`src/rtl/fifo_arb_pkg.sv`:
```
// Shared types and constants for the FIFO write-port arbiter.
// Optional statistics are enabled by defining FIFO_ARB_STATS_EN.
package fifo_arb_pkg;

  typedef enum logic {
    IDLE  = 1'b0,
    BURST = 1'b1
  } arb_state_e;

  localparam int DROP_CNT_W = 8;
  localparam int ACC_CNT_W  = 16;
  localparam int BURST_CNT_W = 4;

  // Index width for n producers; never narrower than one bit.
  function automatic int id_width(input int n);
    return (n <= 2) ? 1 : $clog2(n);
  endfunction

endpackage

```
`src/rtl/fifo_wr_arbiter_rr_pick.sv`:
```
// Combinational round-robin selector: first requester at or above rr_ptr,
// wrapping around, reported as one-hot grant plus binary index.
module rr_pick
  import fifo_arb_pkg::*;
#(
  parameter int N     = 4,
  parameter int IDX_W = id_width(N)
) (
  input  logic [N-1:0]     req,
  input  logic [IDX_W-1:0] rr_ptr,
  output logic [N-1:0]     grant,
  output logic [IDX_W-1:0] idx,
  output logic             any
);

  function automatic logic [IDX_W-1:0] wrap_add(input logic [IDX_W-1:0] base, input int k);
    int s;
    s = int'(base) + k;
    if (s >= N) s = s - N;
    return IDX_W'(s);
  endfunction

  logic [IDX_W-1:0] cand [N];

  genvar gi;
  generate
    for (gi = 0; gi < N; gi++) begin : g_cand
      assign cand[gi] = wrap_add(rr_ptr, gi);
    end
  endgenerate

  // Scan from the farthest candidate back so the closest one wins.
  always_comb begin
    idx = '0;
    any = 1'b0;
    for (int k = N - 1; k >= 0; k--) begin
      if (req[cand[k]]) begin
        idx = cand[k];
        any = 1'b1;
      end
    end
    grant = any ? (N'(1) << idx) : '0;
  end

endmodule

```
`src/rtl/fifo_wr_arbiter.sv`:
```
// Round-robin, burst-limited arbiter sharing one FIFO write port; checks acks.
// Define FIFO_ARB_STATS_EN to add per-producer accept counters (acc_cnt).
module fifo_wr_arbiter
  import fifo_arb_pkg::*;
#(
  parameter int NUM_REQ    = 4,
  parameter int FIFO_WIDTH = 16,
  parameter int BURST_LEN  = 4
) (
  input  logic                          clk,
  input  logic                          rst,
  input  logic [NUM_REQ-1:0]            req_valid,
  input  logic [NUM_REQ*FIFO_WIDTH-1:0] req_data,
  output logic [NUM_REQ-1:0]            req_ready,
  output logic                          fifo_wr_en,
  output logic [FIFO_WIDTH-1:0]         fifo_data_in,
  input  logic                          fifo_full,
  input  logic                          fifo_almostfull,
  input  logic                          fifo_wr_ack,
  input  logic                          fifo_overflow,
  output logic [id_width(NUM_REQ)-1:0]  grant_id,
  output logic                          err_drop,
  output logic [DROP_CNT_W-1:0]         drop_cnt
`ifdef FIFO_ARB_STATS_EN
  ,
  output logic [NUM_REQ*ACC_CNT_W-1:0]  acc_cnt
`endif
);

  localparam int ID_W = id_width(NUM_REQ);
  localparam logic [BURST_CNT_W-1:0] BURST_MAX = BURST_CNT_W'(BURST_LEN);

  arb_state_e               state_q, state_d;
  logic [ID_W-1:0]          owner_q, owner_d;
  logic [ID_W-1:0]          rr_ptr_q, rr_ptr_d;
  logic [BURST_CNT_W-1:0]   burst_cnt_q, burst_cnt_d;
  logic                     wr_en_q, wr_en_d;
  logic [FIFO_WIDTH-1:0]    data_q, data_d;
  logic [ID_W-1:0]          grant_id_q, grant_id_d;
  logic                     ack_pend_q, ack_pend_d;
  logic                     err_drop_q, err_drop_d;
  logic [DROP_CNT_W-1:0]    drop_cnt_q, drop_cnt_d;

  logic                     can_issue;
  logic                     accept;
  logic [ID_W-1:0]          accept_idx;
  logic                     drop;
  logic [NUM_REQ-1:0]       pick_grant;
  logic [ID_W-1:0]          pick_idx;
  logic                     pick_any;
  logic [FIFO_WIDTH-1:0]    req_word [NUM_REQ];

  genvar gi;
  generate
    for (gi = 0; gi < NUM_REQ; gi++) begin : g_unpack
      assign req_word[gi] = req_data[gi*FIFO_WIDTH +: FIFO_WIDTH];
    end
  endgenerate

  function automatic logic [ID_W-1:0] next_id(input logic [ID_W-1:0] id);
    return (id == ID_W'(NUM_REQ - 1)) ? '0 : id + 1'b1;
  endfunction

  rr_pick #(
    .N     (NUM_REQ),
    .IDX_W (ID_W)
  ) u_pick (
    .req    (req_valid),
    .rr_ptr (rr_ptr_q),
    .grant  (pick_grant),
    .idx    (pick_idx),
    .any    (pick_any)
  );

  // A write already in flight while almost full will fill the FIFO.
  assign can_issue = !fifo_full && !(fifo_almostfull && wr_en_q);

  always_comb begin
    state_d     = state_q;
    owner_d     = owner_q;
    rr_ptr_d    = rr_ptr_q;
    burst_cnt_d = burst_cnt_q;
    req_ready   = '0;
    accept      = 1'b0;
    accept_idx  = '0;
    case (state_q)
      IDLE: begin
        if (can_issue && pick_any) begin
          req_ready   = pick_grant;
          accept      = 1'b1;
          accept_idx  = pick_idx;
          owner_d     = pick_idx;
          burst_cnt_d = BURST_CNT_W'(1);
          if (BURST_LEN == 1) rr_ptr_d = next_id(pick_idx);
          else                state_d  = BURST;
        end
      end
      BURST: begin
        if (!req_valid[owner_q]) begin
          state_d  = IDLE;
          rr_ptr_d = next_id(owner_q);
        end else if (can_issue) begin
          req_ready[owner_q] = 1'b1;
          accept      = 1'b1;
          accept_idx  = owner_q;
          burst_cnt_d = burst_cnt_q + 1'b1;
          if (burst_cnt_d == BURST_MAX) begin
            state_d  = IDLE;
            rr_ptr_d = next_id(owner_q);
          end
        end
      end
      default: state_d = IDLE;
    endcase
    if (rst) req_ready = '0;
  end

  always_comb begin
    wr_en_d    = accept;
    data_d     = accept ? req_word[accept_idx] : data_q;
    grant_id_d = accept ? accept_idx : grant_id_q;
    ack_pend_d = wr_en_q;
    drop       = ack_pend_q && (!fifo_wr_ack || fifo_overflow);
    err_drop_d = err_drop_q | drop;
    drop_cnt_d = drop_cnt_q;
    if (drop && drop_cnt_q != {DROP_CNT_W{1'b1}}) drop_cnt_d = drop_cnt_q + 1'b1;
  end

  always_ff @(posedge clk or posedge rst) begin
    if (rst) begin
      state_q     <= IDLE;
      owner_q     <= '0;
      rr_ptr_q    <= '0;
      burst_cnt_q <= '0;
      wr_en_q     <= 1'b0;
      data_q      <= '0;
      grant_id_q  <= '0;
      ack_pend_q  <= 1'b0;
      err_drop_q  <= 1'b0;
      drop_cnt_q  <= '0;
    end else begin
      state_q     <= state_d;
      owner_q     <= owner_d;
      rr_ptr_q    <= rr_ptr_d;
      burst_cnt_q <= burst_cnt_d;
      wr_en_q     <= wr_en_d;
      data_q      <= data_d;
      grant_id_q  <= grant_id_d;
      ack_pend_q  <= ack_pend_d;
      err_drop_q  <= err_drop_d;
      drop_cnt_q  <= drop_cnt_d;
    end
  end

  assign fifo_wr_en   = wr_en_q;
  assign fifo_data_in = data_q;
  assign grant_id     = grant_id_q;
  assign err_drop     = err_drop_q;
  assign drop_cnt     = drop_cnt_q;

`ifdef FIFO_ARB_STATS_EN
  generate
    for (gi = 0; gi < NUM_REQ; gi++) begin : g_acc
      logic [ACC_CNT_W-1:0] acc_q, acc_d;

      always_comb begin
        acc_d = acc_q;
        if (req_valid[gi] && req_ready[gi] && acc_q != {ACC_CNT_W{1'b1}}) acc_d = acc_q + 1'b1;
      end

      always_ff @(posedge clk or posedge rst) begin
        if (rst) acc_q <= '0;
        else     acc_q <= acc_d;
      end

      assign acc_cnt[gi*ACC_CNT_W +: ACC_CNT_W] = acc_q;
    end
  endgenerate
`endif

endmodule

```
`config.mk`:
```
export PLATFORM = sky130hd
export DESIGN_NAME = fifo_wr_arbiter
export DESIGN_NICKNAME = d
export VERILOG_FILES = /design/src/rtl/fifo_arb_pkg.sv /design/src/rtl/fifo_wr_arbiter_rr_pick.sv /design/src/rtl/fifo_wr_arbiter.sv
export SDC_FILE = /design/constraint.sdc
export NUM_CORES = 1
export LEC_CHECK = 0
export ABC_AREA = 1
export ABC_CLOCK_PERIOD_IN_PS = 2520
export CAP_MARGIN = 10
export CORE_ASPECT_RATIO = 0.7
export CORE_UTILIZATION = 30
export CTS_BUF_LIST = sky130_fd_sc_hd__clkbuf_4
export DETAILED_ROUTE_END_ITERATION = 8
export HOLD_SLACK_MARGIN = 0.08
export PLACE_DENSITY_LB_ADDON = 0.2
export SKIP_LAST_GASP = 1
export SLEW_MARGIN = 5
export SYNTH_ARGS = -nofsm -noshare
export SYNTH_HDL_FRONTEND = slang
export SYNTH_HIERARCHICAL = 1
export SYNTH_SLANG_ARGS = --single-unit
```
`constraint.sdc`:
```
create_clock -name clk -period 2.52 [get_ports clk]
set_clock_uncertainty 0.2 [all_clocks]
set_input_delay 0.504 -clock clk [delete_from_list [all_inputs] [get_ports clk]]
set_output_delay 0.504 -clock clk [all_outputs]
set_load 0.03 [all_outputs]
```
==> metrics, run 1 <==
status finished with violations; violated checks setup timing; WL/cell 13.6 um; critical path type flip-flop to primary output; Initial Util 0.309; largest family of logic cells by synthesized area simple AND/OR/NAND/NOR gates; Setup crit start kind flip-flop; Mapped Area 0.00281 mm^2; Slew @ Worst Pin approximately 0.57 ns; register bit total from synthesis 38; first-pass GRT wire length 13.3 mm; Remaining Overflow, GRT 0; Rows 29; largest net degree at the start of global routing 26; Worst Setup End Kind primary output; HP Class flip-flop to flip-flop; CTS Sinks 38; CP bufs+invs 4; XOR/XNOR Fraction of Synth Area 0.0281; Power Dens Cells 1220 mW/mm^2; CTS max path bufs 2; hold path endpoint ack_pend_q; DRT antenna net count 0; placed cell area about 0.0042 mm^2; setup ws final -0.461 ns; Peak VDD IR 0.000491 V; number of global-route vias before repair 2747; cell count of the worst reg-to-reg path 18; Via Count 3172; WHS Path Cells 0; Slew HR 0.619; max-cap violations 0; Hold Buf Count CTS 0; initial antenna violation count 0; compound-gate portion of the synthesized area 0.0397; layout cells sized above 1 0.274; clock-pin transition on the worst setup and hold timing paths 0.14 ns; Seq/Total Area, Yosys 0.339; diodes inserted 0; worst skew pair latency roughly 0.35 ns; H-Tree Depth 2; Hold Path Origin fifo_wr_en; critical path's most frequent cell nand2_4; CTS tree done; Post-Route WL 9.25 mm; I/O pins 106; Die ar. 0.00975 mm^2; Fin. Hold Viols 0; first-pass detailed-route iteration total 5; Die W 118 um; worst path required time 1.82 ns; CP max FO 7; period utilization 1.18; Top delay family on crit path simple AND/OR/NAND/NOR gates; final setup vio count 20; initial DRC count approximately 220; Fill cells 882; multiplexer share of the synthesized area 0; Core ar. 0.00907 mm^2; reg2reg setup slack -0.08 ns; Syn Area/Cell approximately 7.1 um^2; Die Ht 82.9 um; post-DP HPWL 6.18 mm; Synth cell types 30; nets 635; Gate Count Post-Synth just under 400; Final Max Slew Viols 0; adder-cell share of the synthesized area 0.0312; RR Startpoint rr_ptr_q[0]; CP cell instances clkinv_4 > nand2_4 > nand2_4 > nand2_4 > buf_4 > nand2_1 > nand3_1 > nand3_1 > nand2_2 > inv_1 > nor2_1 > nand2_2 > a21oi_2 > buf_6; Syn-to-layout area delta 74.3%; DR vias/cell 4.67; crit path DAT roughly 2.3 ns; Synthesis Warnings 6; reg-to-reg endpoint fifo_data_in[3]; DRC 0; leak pwr 2.43 nW; CP max stage cell dfrtp_2; Synth Net Count 478; Simple-Gate Fraction of Synth Area 0.431; hold_ws 0.225 ns; Final Cell Area roughly 0.0049 mm^2; Crit path largest cell delay 0.45 ns; IO buf count 105; RSZ-0062 raised after global routing true; Clock Tree Root clkbuf_4; GR Util All Layers 0.168; fmax between 0.3 and 0.4 GHz; Final Wtd Congestion 0.876; Tmin final a little under 3 ns; CTS Buf Count 5
-- logic make-up after synthesis --
group,after synthesis
buffers and inverters,84
AOI/OAI and AO/OA,17
adders and majority gates,7
DFF,38
xor gates and xnor gates,9
and+or+nand+nor,242
-- timing repair --
action / 4_1_cts / 5_1_grt
buffers inserted: 6 / 19
pin swaps: 10 / 42
setup endpoints to repair: 4 / 22
cloned: 0 / 5
endpoints found under the hold margin: 0 / 0
resized for setup: 20 / 76
-- placed cells by master (no fill, tap or decap), drive strengths merged, types with 4 or more instances in the layout --
master / instances
nand3b: 13
clkbuf: 7
nor2: 13
or2: 11
dlygate4sd2: 4
ha: 7
o21ai: 10
clkdlybuf4s50: 97
buf: 57
xnor2: 6
nand2: 134
dfrtp: 38
inv: 70
nand3: 68
a21oi: 4
nand4: 5
-- report_power, final --
part / internal [mW] / leakage [nW] / switching (mW)
combinational: 1.96 / 1.91 / 2.34
sequential: 0.876 / 0.469 / 0.238
clock: 0.310 / 0.0554 / 0.234
total: 3.14 / 2.43 / 2.81
-- per-layer routing --
layer / wire (um) / share of wire / vias to the layer above / global-route usage
met5: 0 / 0 / - / 0
met2: 4390 / 0.47 / 98 / 0.275
met1: 4240 / 0.46 / 1499 / 0.224
met3: 438 / 0.047 / 20 / 0.0357
li1: - / - / 1555 / -
met4: 186 / 0.020 / 0 / 0.0443
-- cells in the mapped netlist (all sizes together) --
cell type,count,area [um^2]
a21oi,4,20.0
a22o,2,17.5
a31oi,1,12.5
buf,10,88.8
clkbuf,2,7.51
dfrtp,38,951
ha,7,87.6
inv,72,273
nand2,133,562
nand3,68,378
nand3b,13,97.6
nand4,5,31.3
nor2,12,71.3
o21ai,10,61.3
or2,11,68.8
xnor2,6,52.6
xor2,3,26.3
-- flip-flops by register name, indices dropped and copies added (netlist names) --
signal        flops
fifo_data_in     16
fifo_wr_en        1
rr_ptr_q          2
ack_pend_q        1
owner_q           2
state_q           1
burst_cnt_q       4
drop_cnt          8
grant_id          2
err_drop          1
-- layout make-up --
class	instances	area (um^2)	area share
Multi-Input combinational cell	277	1770	0.362
Timing Repair Buffer	160	1620	0.332
Sequential cell	38	953	0.195
Inverter	72	283	0.0578
Tap cell	124	155	0.0317
Clock inverter	3	68.8	0.0141
Clock buffer	5	37.5	0.00767
-- worst max-delay path by stage --
| stage | start | endpoint | slack, ns | cells after the start |
|---|---|---|---|---|
| floorplan | rr_ptr_q[0] | req_ready[0] | 0.01 | 13 |
| global placement | req_valid[1] | req_ready[2] | -0.37 | 14 |
| detailed placement | req_valid[0] | req_ready[1] | -0.51 | 14 |
| CTS | rr_ptr_q[0] | req_ready[1] | -0.32 | 14 |
| global route | rr_ptr_q[0] | req_ready[3] | -0.54 | 14 |
| finish | rr_ptr_q[0] | req_ready[1] | -0.46 | 14 |
-- through the flow --
step	power, mW	TNS, ns	worst slack (ns)	util	instances
after floorplan	3.12	0	0.0135	-	397
after global placement	4.20	-5.78	-0.366	0.460	642
after detailed placement	4.26	-7.92	-0.506	0.460	642
after CTS	4.92	-2.24	-0.320	0.480	656
after global routing	6.35	-4.55	-0.544	0.539	679
final	5.95	-2.73	-0.461	0.539	679
-- worst reg2reg max path, delay by kind of cell (launching register included) --
family                 cells  cell delay (ns)
AND/OR/NAND/NOR           10             0.93
AO/OA/AOI/OAI              1             0.11
buffers and inverters      7             0.81
flip-flops                 1             0.45
No activity file was read; power rests on OpenSTA's default activity.
==> run 2: changes to the inputs <==
Settings changed: CTS_CLUSTER_DIAMETER set to 150.
==> results of run 2 <==
The final DEF is identical to that of run 1; final timing and power are the same.
